**config.mk**
```make
export PLATFORM = sky130hd
export DESIGN_NAME = task_dispatcher
export DESIGN_NICKNAME = d
export VERILOG_FILES = /design/src/rtl/task_dispatcher.sv
export SDC_FILE = /design/constraint.sdc
export NUM_CORES = 1
export LEC_CHECK = 0
export ABC_AREA = 0
export BUFFER_PORTS_ARGS = -buffer_cell sky130_fd_sc_hd__buf_2
export CAP_MARGIN = 20
export CORE_AREA = 2 2 209 211
export CTS_CLUSTER_SIZE = 30
export DETAILED_ROUTE_END_ITERATION = 8
export DIE_AREA = 0 0 211 213
export SLEW_MARGIN = 0
export SYNTH_ARGS = -nofsm -noshare
export SYNTH_HDL_FRONTEND = slang
export SYNTH_SLANG_ARGS = --single-unit
```
**constraint.sdc**
```tcl
create_clock -name clk -period 1.7 [get_ports clk]
set_clock_uncertainty 0.15 [all_clocks]
set_input_delay 0.255 -clock clk [delete_from_list [all_inputs] [get_ports clk]]
set_output_delay 0.255 -clock clk [all_outputs]
set_load 0.1 [all_outputs]
```
**src/rtl/task_dispatcher.sv**
```systemverilog
// task_dispatcher: walks task memory from address 0 and parses group headers.
// For each group it hands every code line to the lowest-index free core, then
// holds a barrier until every core in the group reports done.
// Optional build macro: DISPATCH_PERF_CNT_EN adds run/stall cycle counters.
//
// Line format: a header has word1 == all ones and carries the group size N in
// word0[ADDR_W:0]. N == 0 ends the program. Any other line is a code line. Code
// lines inside a group are issued verbatim and never checked for the header
// pattern.
module task_dispatcher #(
  parameter int CORE_COUNT     = 4,
  parameter int TASK_MEM_DEPTH = 16,
  parameter int INSN_COUNT     = 16,
  parameter int INSN_SIZE      = 16,
  parameter int ADDR_W         = 4
) (
  input  logic                             clk,
  input  logic                             reset,
  input  logic                             start,
  output logic                             busy,
  output logic                             done,
  output logic                             error,
  output logic                             tm_rd_en,
  output logic [ADDR_W-1:0]                tm_addr,
  input  logic [INSN_COUNT*INSN_SIZE-1:0]  tm_rd_data,
  output logic [CORE_COUNT-1:0]            core_start,
  output logic [INSN_COUNT*INSN_SIZE-1:0]  core_task,
  input  logic [CORE_COUNT-1:0]            core_done
`ifdef DISPATCH_PERF_CNT_EN
  ,
  output logic [31:0]                      perf_run_cycles,
  output logic [31:0]                      perf_stall_cycles
`endif
);

  // The pointer is one bit wider than the address so that running off the end
  // of memory is visible as ptr == TASK_MEM_DEPTH instead of wrapping to 0.
  localparam logic [ADDR_W:0] PTR_END = (ADDR_W+1)'(TASK_MEM_DEPTH);
  localparam logic [ADDR_W:0] ONE     = (ADDR_W+1)'(1);

  typedef enum logic [2:0] {
    IDLE,
    FETCH_HDR,
    WAIT_HDR,
    FETCH_TASK,
    WAIT_TASK,
    ISSUE,
    BARRIER,
    DONE
  } state_t;

  state_t                  state;
  state_t                  next_state;
  logic [ADDR_W:0]         ptr;
  logic [ADDR_W:0]         remaining;
  logic [CORE_COUNT-1:0]   busy_vec;
  logic [CORE_COUNT-1:0]   ready;
  logic [CORE_COUNT-1:0]   grant;
  logic                    is_header;
  logic [ADDR_W:0]         hdr_count;
  logic                    ptr_at_end;
  logic                    start_ok;
  logic                    issue_fire;

  // Decode of the line returned by task memory and of the free-core set.
  always_comb begin
    is_header  = (tm_rd_data[2*INSN_SIZE-1:INSN_SIZE] == {INSN_SIZE{1'b1}});
    hdr_count  = tm_rd_data[ADDR_W:0];
    ptr_at_end = (ptr == PTR_END);
    start_ok   = start && ((state == IDLE) || (state == DONE));
    ready      = ~busy_vec;
    grant      = ready & (~ready + CORE_COUNT'(1));
    issue_fire = (state == ISSUE) && (ready != '0);
  end

  // State register; reset returns to IDLE on the next edge.
  always_ff @(posedge clk) begin
    if (reset) begin
      state <= IDLE;
    end else begin
      state <= next_state;
    end
  end

  // Next-state logic; an address overrun inside a group still lets the
  // barrier drain, and the sticky error then routes the barrier to DONE.
  always_comb begin
    next_state = state;
    case (state)
      IDLE: begin
        if (start) next_state = FETCH_HDR;
      end
      FETCH_HDR: begin
        next_state = ptr_at_end ? DONE : WAIT_HDR;
      end
      WAIT_HDR: begin
        if (!is_header || (hdr_count == '0)) next_state = DONE;
        else                                 next_state = FETCH_TASK;
      end
      FETCH_TASK: begin
        next_state = ptr_at_end ? BARRIER : WAIT_TASK;
      end
      WAIT_TASK: begin
        next_state = ISSUE;
      end
      ISSUE: begin
        if (issue_fire) next_state = (remaining == ONE) ? BARRIER : FETCH_TASK;
      end
      BARRIER: begin
        if (busy_vec == '0) next_state = error ? DONE : FETCH_HDR;
      end
      DONE: begin
        if (start) next_state = FETCH_HDR;
      end
      default: begin
        next_state = IDLE;
      end
    endcase
  end

  // Datapath registers: pointer, group countdown, sticky error, core tracking.
  // An issue is ORed in after the done mask so it wins on the same core.
  always_ff @(posedge clk) begin
    if (reset) begin
      ptr       <= '0;
      remaining <= '0;
      error     <= 1'b0;
      busy_vec  <= '0;
      core_task <= '0;
      done      <= 1'b0;
    end else begin
      done     <= (next_state == DONE) && (state != DONE);
      busy_vec <= (busy_vec & ~core_done) | core_start;
      case (state)
        IDLE, DONE: begin
          if (start) begin
            ptr   <= '0;
            error <= 1'b0;
          end
        end
        FETCH_HDR: begin
          if (ptr_at_end) error <= 1'b1;
        end
        WAIT_HDR: begin
          if (!is_header) begin
            error <= 1'b1;
          end else if (hdr_count != '0) begin
            remaining <= hdr_count;
            ptr       <= ptr + ONE;
          end
        end
        FETCH_TASK: begin
          if (ptr_at_end) error <= 1'b1;
        end
        WAIT_TASK: begin
          core_task <= tm_rd_data;
        end
        ISSUE: begin
          if (issue_fire) begin
            ptr       <= ptr + ONE;
            remaining <= remaining - ONE;
          end
        end
        default: begin
        end
      endcase
    end
  end

  // Outputs decoded from the current state; reads are suppressed past the end.
  always_comb begin
    busy       = (state != IDLE) && (state != DONE);
    tm_rd_en   = ((state == FETCH_HDR) || (state == FETCH_TASK)) && !ptr_at_end;
    tm_addr    = ptr[ADDR_W-1:0];
    core_start = issue_fire ? grant : '0;
  end

`ifdef DISPATCH_PERF_CNT_EN
  // Performance counters: cleared by an accepted start, frozen once busy drops.
  always_ff @(posedge clk) begin
    if (reset || start_ok) begin
      perf_run_cycles   <= '0;
      perf_stall_cycles <= '0;
    end else begin
      if (busy) perf_run_cycles <= perf_run_cycles + 32'd1;
      if (((state == ISSUE) && (ready == '0)) || (state == BARRIER))
        perf_stall_cycles <= perf_stall_cycles + 32'd1;
    end
  end
`endif

endmodule
```
==> results.json <==
{
  "wl_met2_mm": 25.42,
  "start_util_pct": 23.25,
  "cts_buffers": 30,
  "die_h_um": 213,
  "ioPinCount": 531,
  "layout-drive-gt1-share_pct": 43.29,
  "rows": 76,
  "powerDensity_nw_per_um2": 1340,
  "synth_ff_type": "dfxtp_1",
  "syn2layout_area_growth_pct": 106.8,
  "cp.arrival_ns": 1.78,
  "endpoint_kind": "output pin",
  "nFillCells": 3605,
  "cp_max_fo": 2,
  "holdPathStages": 2,
  "ir_drop_v": 0.001019,
  "grt-ovfl-total": 0,
  "outcome": "complete, but fails checks",
  "grt_use_total_pct": 17.66,
  "reg2reg_setup_slack_ns": -0.13,
  "place_area_sq_um": 14020,
  "timing.rr.start": "state[1]",
  "dieArea_sq_um": 44940,
  "synth-async-reset-ratio_pct": 0,
  "worstHoldPathType": "register to register",
  "worst_slew_pin_slew_ns": 0.4832,
  "vias": 12875,
  "nNetsFinal": 2445,
  "stdcell_area_sq_um": 20530,
  "synthesis.area_sq_um": 9928,
  "wirelength_met1_mm": 18.23,
  "core_area_sq_um": 42700,
  "globalplace.congestion": 0.8107,
  "yosys.area.top_type": "dfxtp_1",
  "synth_top_area_share_pct": 55.45,
  "synth_seq_cells": 275,
  "cts_buffer_depth": 3,
  "pwr-share-comb_pct": 48.3,
  "ant_nets": 0,
  "grt_max_degree": 78,
  "rr_worst_depth": 7,
  "dp_hpwl_mm": 27.23,
  "pwr-share-seq_pct": 28.1,
  "antenna_found_initial": 2,
  "drt_iter0_drc": 893,
  "p_int_mw": 15.51,
  "postSynthCellCount": 1277,
  "final_common_cell": "nand2_1",
  "via_per_inst": 4.692,
  "clock.fmax_mhz": 458.3,
  "syn_nets": 1544,
  "die_w_um": 211,
  "switching_share_pct": 43.62,
  "required_ns": 1.29,
  "layout_common_cells": "nand2_1, buf_4, dfxtp_1",
  "crit_path_start_kind": "register",
  "ys_types": 42,
  "grt_pass1_vias": 12277,
  "rsz0062_at_grt": "yes",
  "wire_per_inst_um": 18.22,
  "finalWorstSetupSlack_ns": -0.4819,
  "slew_violations": 0,
  "hold_viol_final": 0,
  "clk_pin_slew_ns": 0.06,
  "grt_pass1_wl_mm": 63.81,
  "firstDrtPassIters": 5,
  "synth-seq-area-share_pct": 55.45,
  "wl_mm": 50.00,
  "dp.cells": 2356,
  "setup_viol": 182,
  "port_buffers": 530,
  "root_buffer": "clkbuf_16",
  "regToRegEndpoint": "remaining[2]",
  "min_from": "core_task[149]",
  "cts.htree.levels": 1,
  "cts.sinks": 275,
  "timing.final.crit_period_ns": 2.182,
  "clkLatencyLatePin_ns": 0.56,
  "period_share_pct": 128.3,
  "leakage_nw": 8.734,
  "wl_met3_mm": 3.922,
  "netlist_top_cells_area": "dfxtp_1, nand2_1, a21oi_1",
  "p_sw_mw": 12.00,
  "hold_end": "core_task[149]",
  "worstSetupPathType": "register to output pin",
  "top_layer_used": "met5",
  "fin_cells": 2744,
  "synth_enable_flop_cells": 0,
  "ys.warnings.count": 0,
  "maxCapViolCount": 0,
  "avgSynthCellArea_sq_um": 7.775,
  "violations": "setup timing",
  "cts_tree": "built",
  "p_clk_share_pct": 23.6,
  "drcViolationCount": 0,
  "max_slew_margin_pct": 67.60
}
==> registers in the layout (all words and copies together), names as in the netlist <==
signal and flops:
busy_vec 4, core_task 256, done 1, error 1, ptr 5, remaining 5, state 3
==> what timing repair did <==
| item | CTS | global route |
|---|---|---|
| hold endpoints to repair | 268 | 0 |
| hold buffers | 262 | 0 |
| cloned | 6 | 40 |
| gates resized for setup | 314 | 217 |
| setup endpoints to repair | 329 | 241 |
| buffers inserted | 15 | 14 |
| pin swaps | 20 | 19 |
==> worst max-delay path: stages, from the launching register on <==
cell      delay (ns)
dfxtp_2         0.33
inv_2           0.05
ha_4            0.14
and4bb_2        0.24
nor3b_4         0.25
buf_12          0.21
==> power by group through the flow <==
stage	clock [mW]	sequential, mW	combinational (mW)
6_report	6.50	7.73	13.3
5_1_grt	6.86	7.80	13.8
4_1_cts	6.61	7.66	11.3
3_5_place_dp	0	7.75	9.82
3_3_place_gp	0	7.72	9.76
2_1_floorplan	0	12.8	2.38
==> metrics by stage <==
stage                     utilization (%)  power, mW  hold slack, ns  TNS, ns  worst slack, ns
after floorplan                         -      15.14          0.2410   -1.066          -0.3355
after global placement              32.84      17.48          0.2877   -4.869          -0.4278
after detailed placement            32.84      17.57          0.2928   -5.217          -0.4583
after CTS                           43.93      25.53          0.2927   -3.782          -0.5257
after global routing                48.08      28.46          0.3170   -26.79          -0.5335
final                               48.08      27.52          0.3035   -10.58          -0.4819
==> how the worst max path moves through the flow <==
stage,from,endpoint,depth (start not counted),slack (ns)
after floorplan,ptr[1],tm_rd_en,4,-0.34
after CTS,ptr[1],tm_rd_en,5,-0.53
after global routing,state[1],core_start[3],4,-0.53
after global placement,tm_rd_data[31],ptr[2],9,-0.43
after detailed placement,tm_rd_data[31],ptr[0],9,-0.46
final,ptr[0],tm_rd_en,5,-0.48
==> synthesized netlist by cell type (2+ instances only) <==
cell type and instances:
a211oi_1 5, a21o_1 4, a21oi_1 267, and3_1 3, buf_1 13, buf_2 10
buf_4 4, clkbuf_1 69, dfxtp_1 275, ha_1 4, inv_1 10, mux2i_1 6
nand2_1 533, nand2b_1 2, nand3_1 7, nand3b_1 2, nand4_1 8, nor2_1 18
nor2b_1 2, nor3_1 4, nor3b_1 2, o21a_1 2, o21ai_0 3, o21ai_1 3
or3_1 4
==> area by class of cell <==
cell class	count	area (sq um)	area share, %
inverter	10	40.04	0.1950
antenna	1	2.502	0.01219
clock buffer	44	914.6	4.455
multi-input combinational	897	4722	23.00
clock inverter	7	66.31	0.3230
timing repair buffer	964	8581	41.80
sequential	275	5520	26.89
tap	546	683.2	3.328
==> layer usage <==
metal,vias up,global-route usage [%]
li1,5971,-
met1,6033,19.03
met2,705,31.66
met3,164,4.633
met4,2,9.422
met5,-,0
==> cell families (layout without fill, tap and decap cells) <==
kind of cell    count (synthesis)  in the layout  synth area share (%)
buf+inv                       106           1025                 4.285
simple gates                  593            594                 23.69
fa+ha+maj                       4              4                0.5041
mux                             6              6                0.6049
flops                         275            275                 55.45
other cells                     0              1                     0
xor+xnor                        1              1               0.08823
compound gates                292            292                 15.37
(Power assumes the default switching activity.)
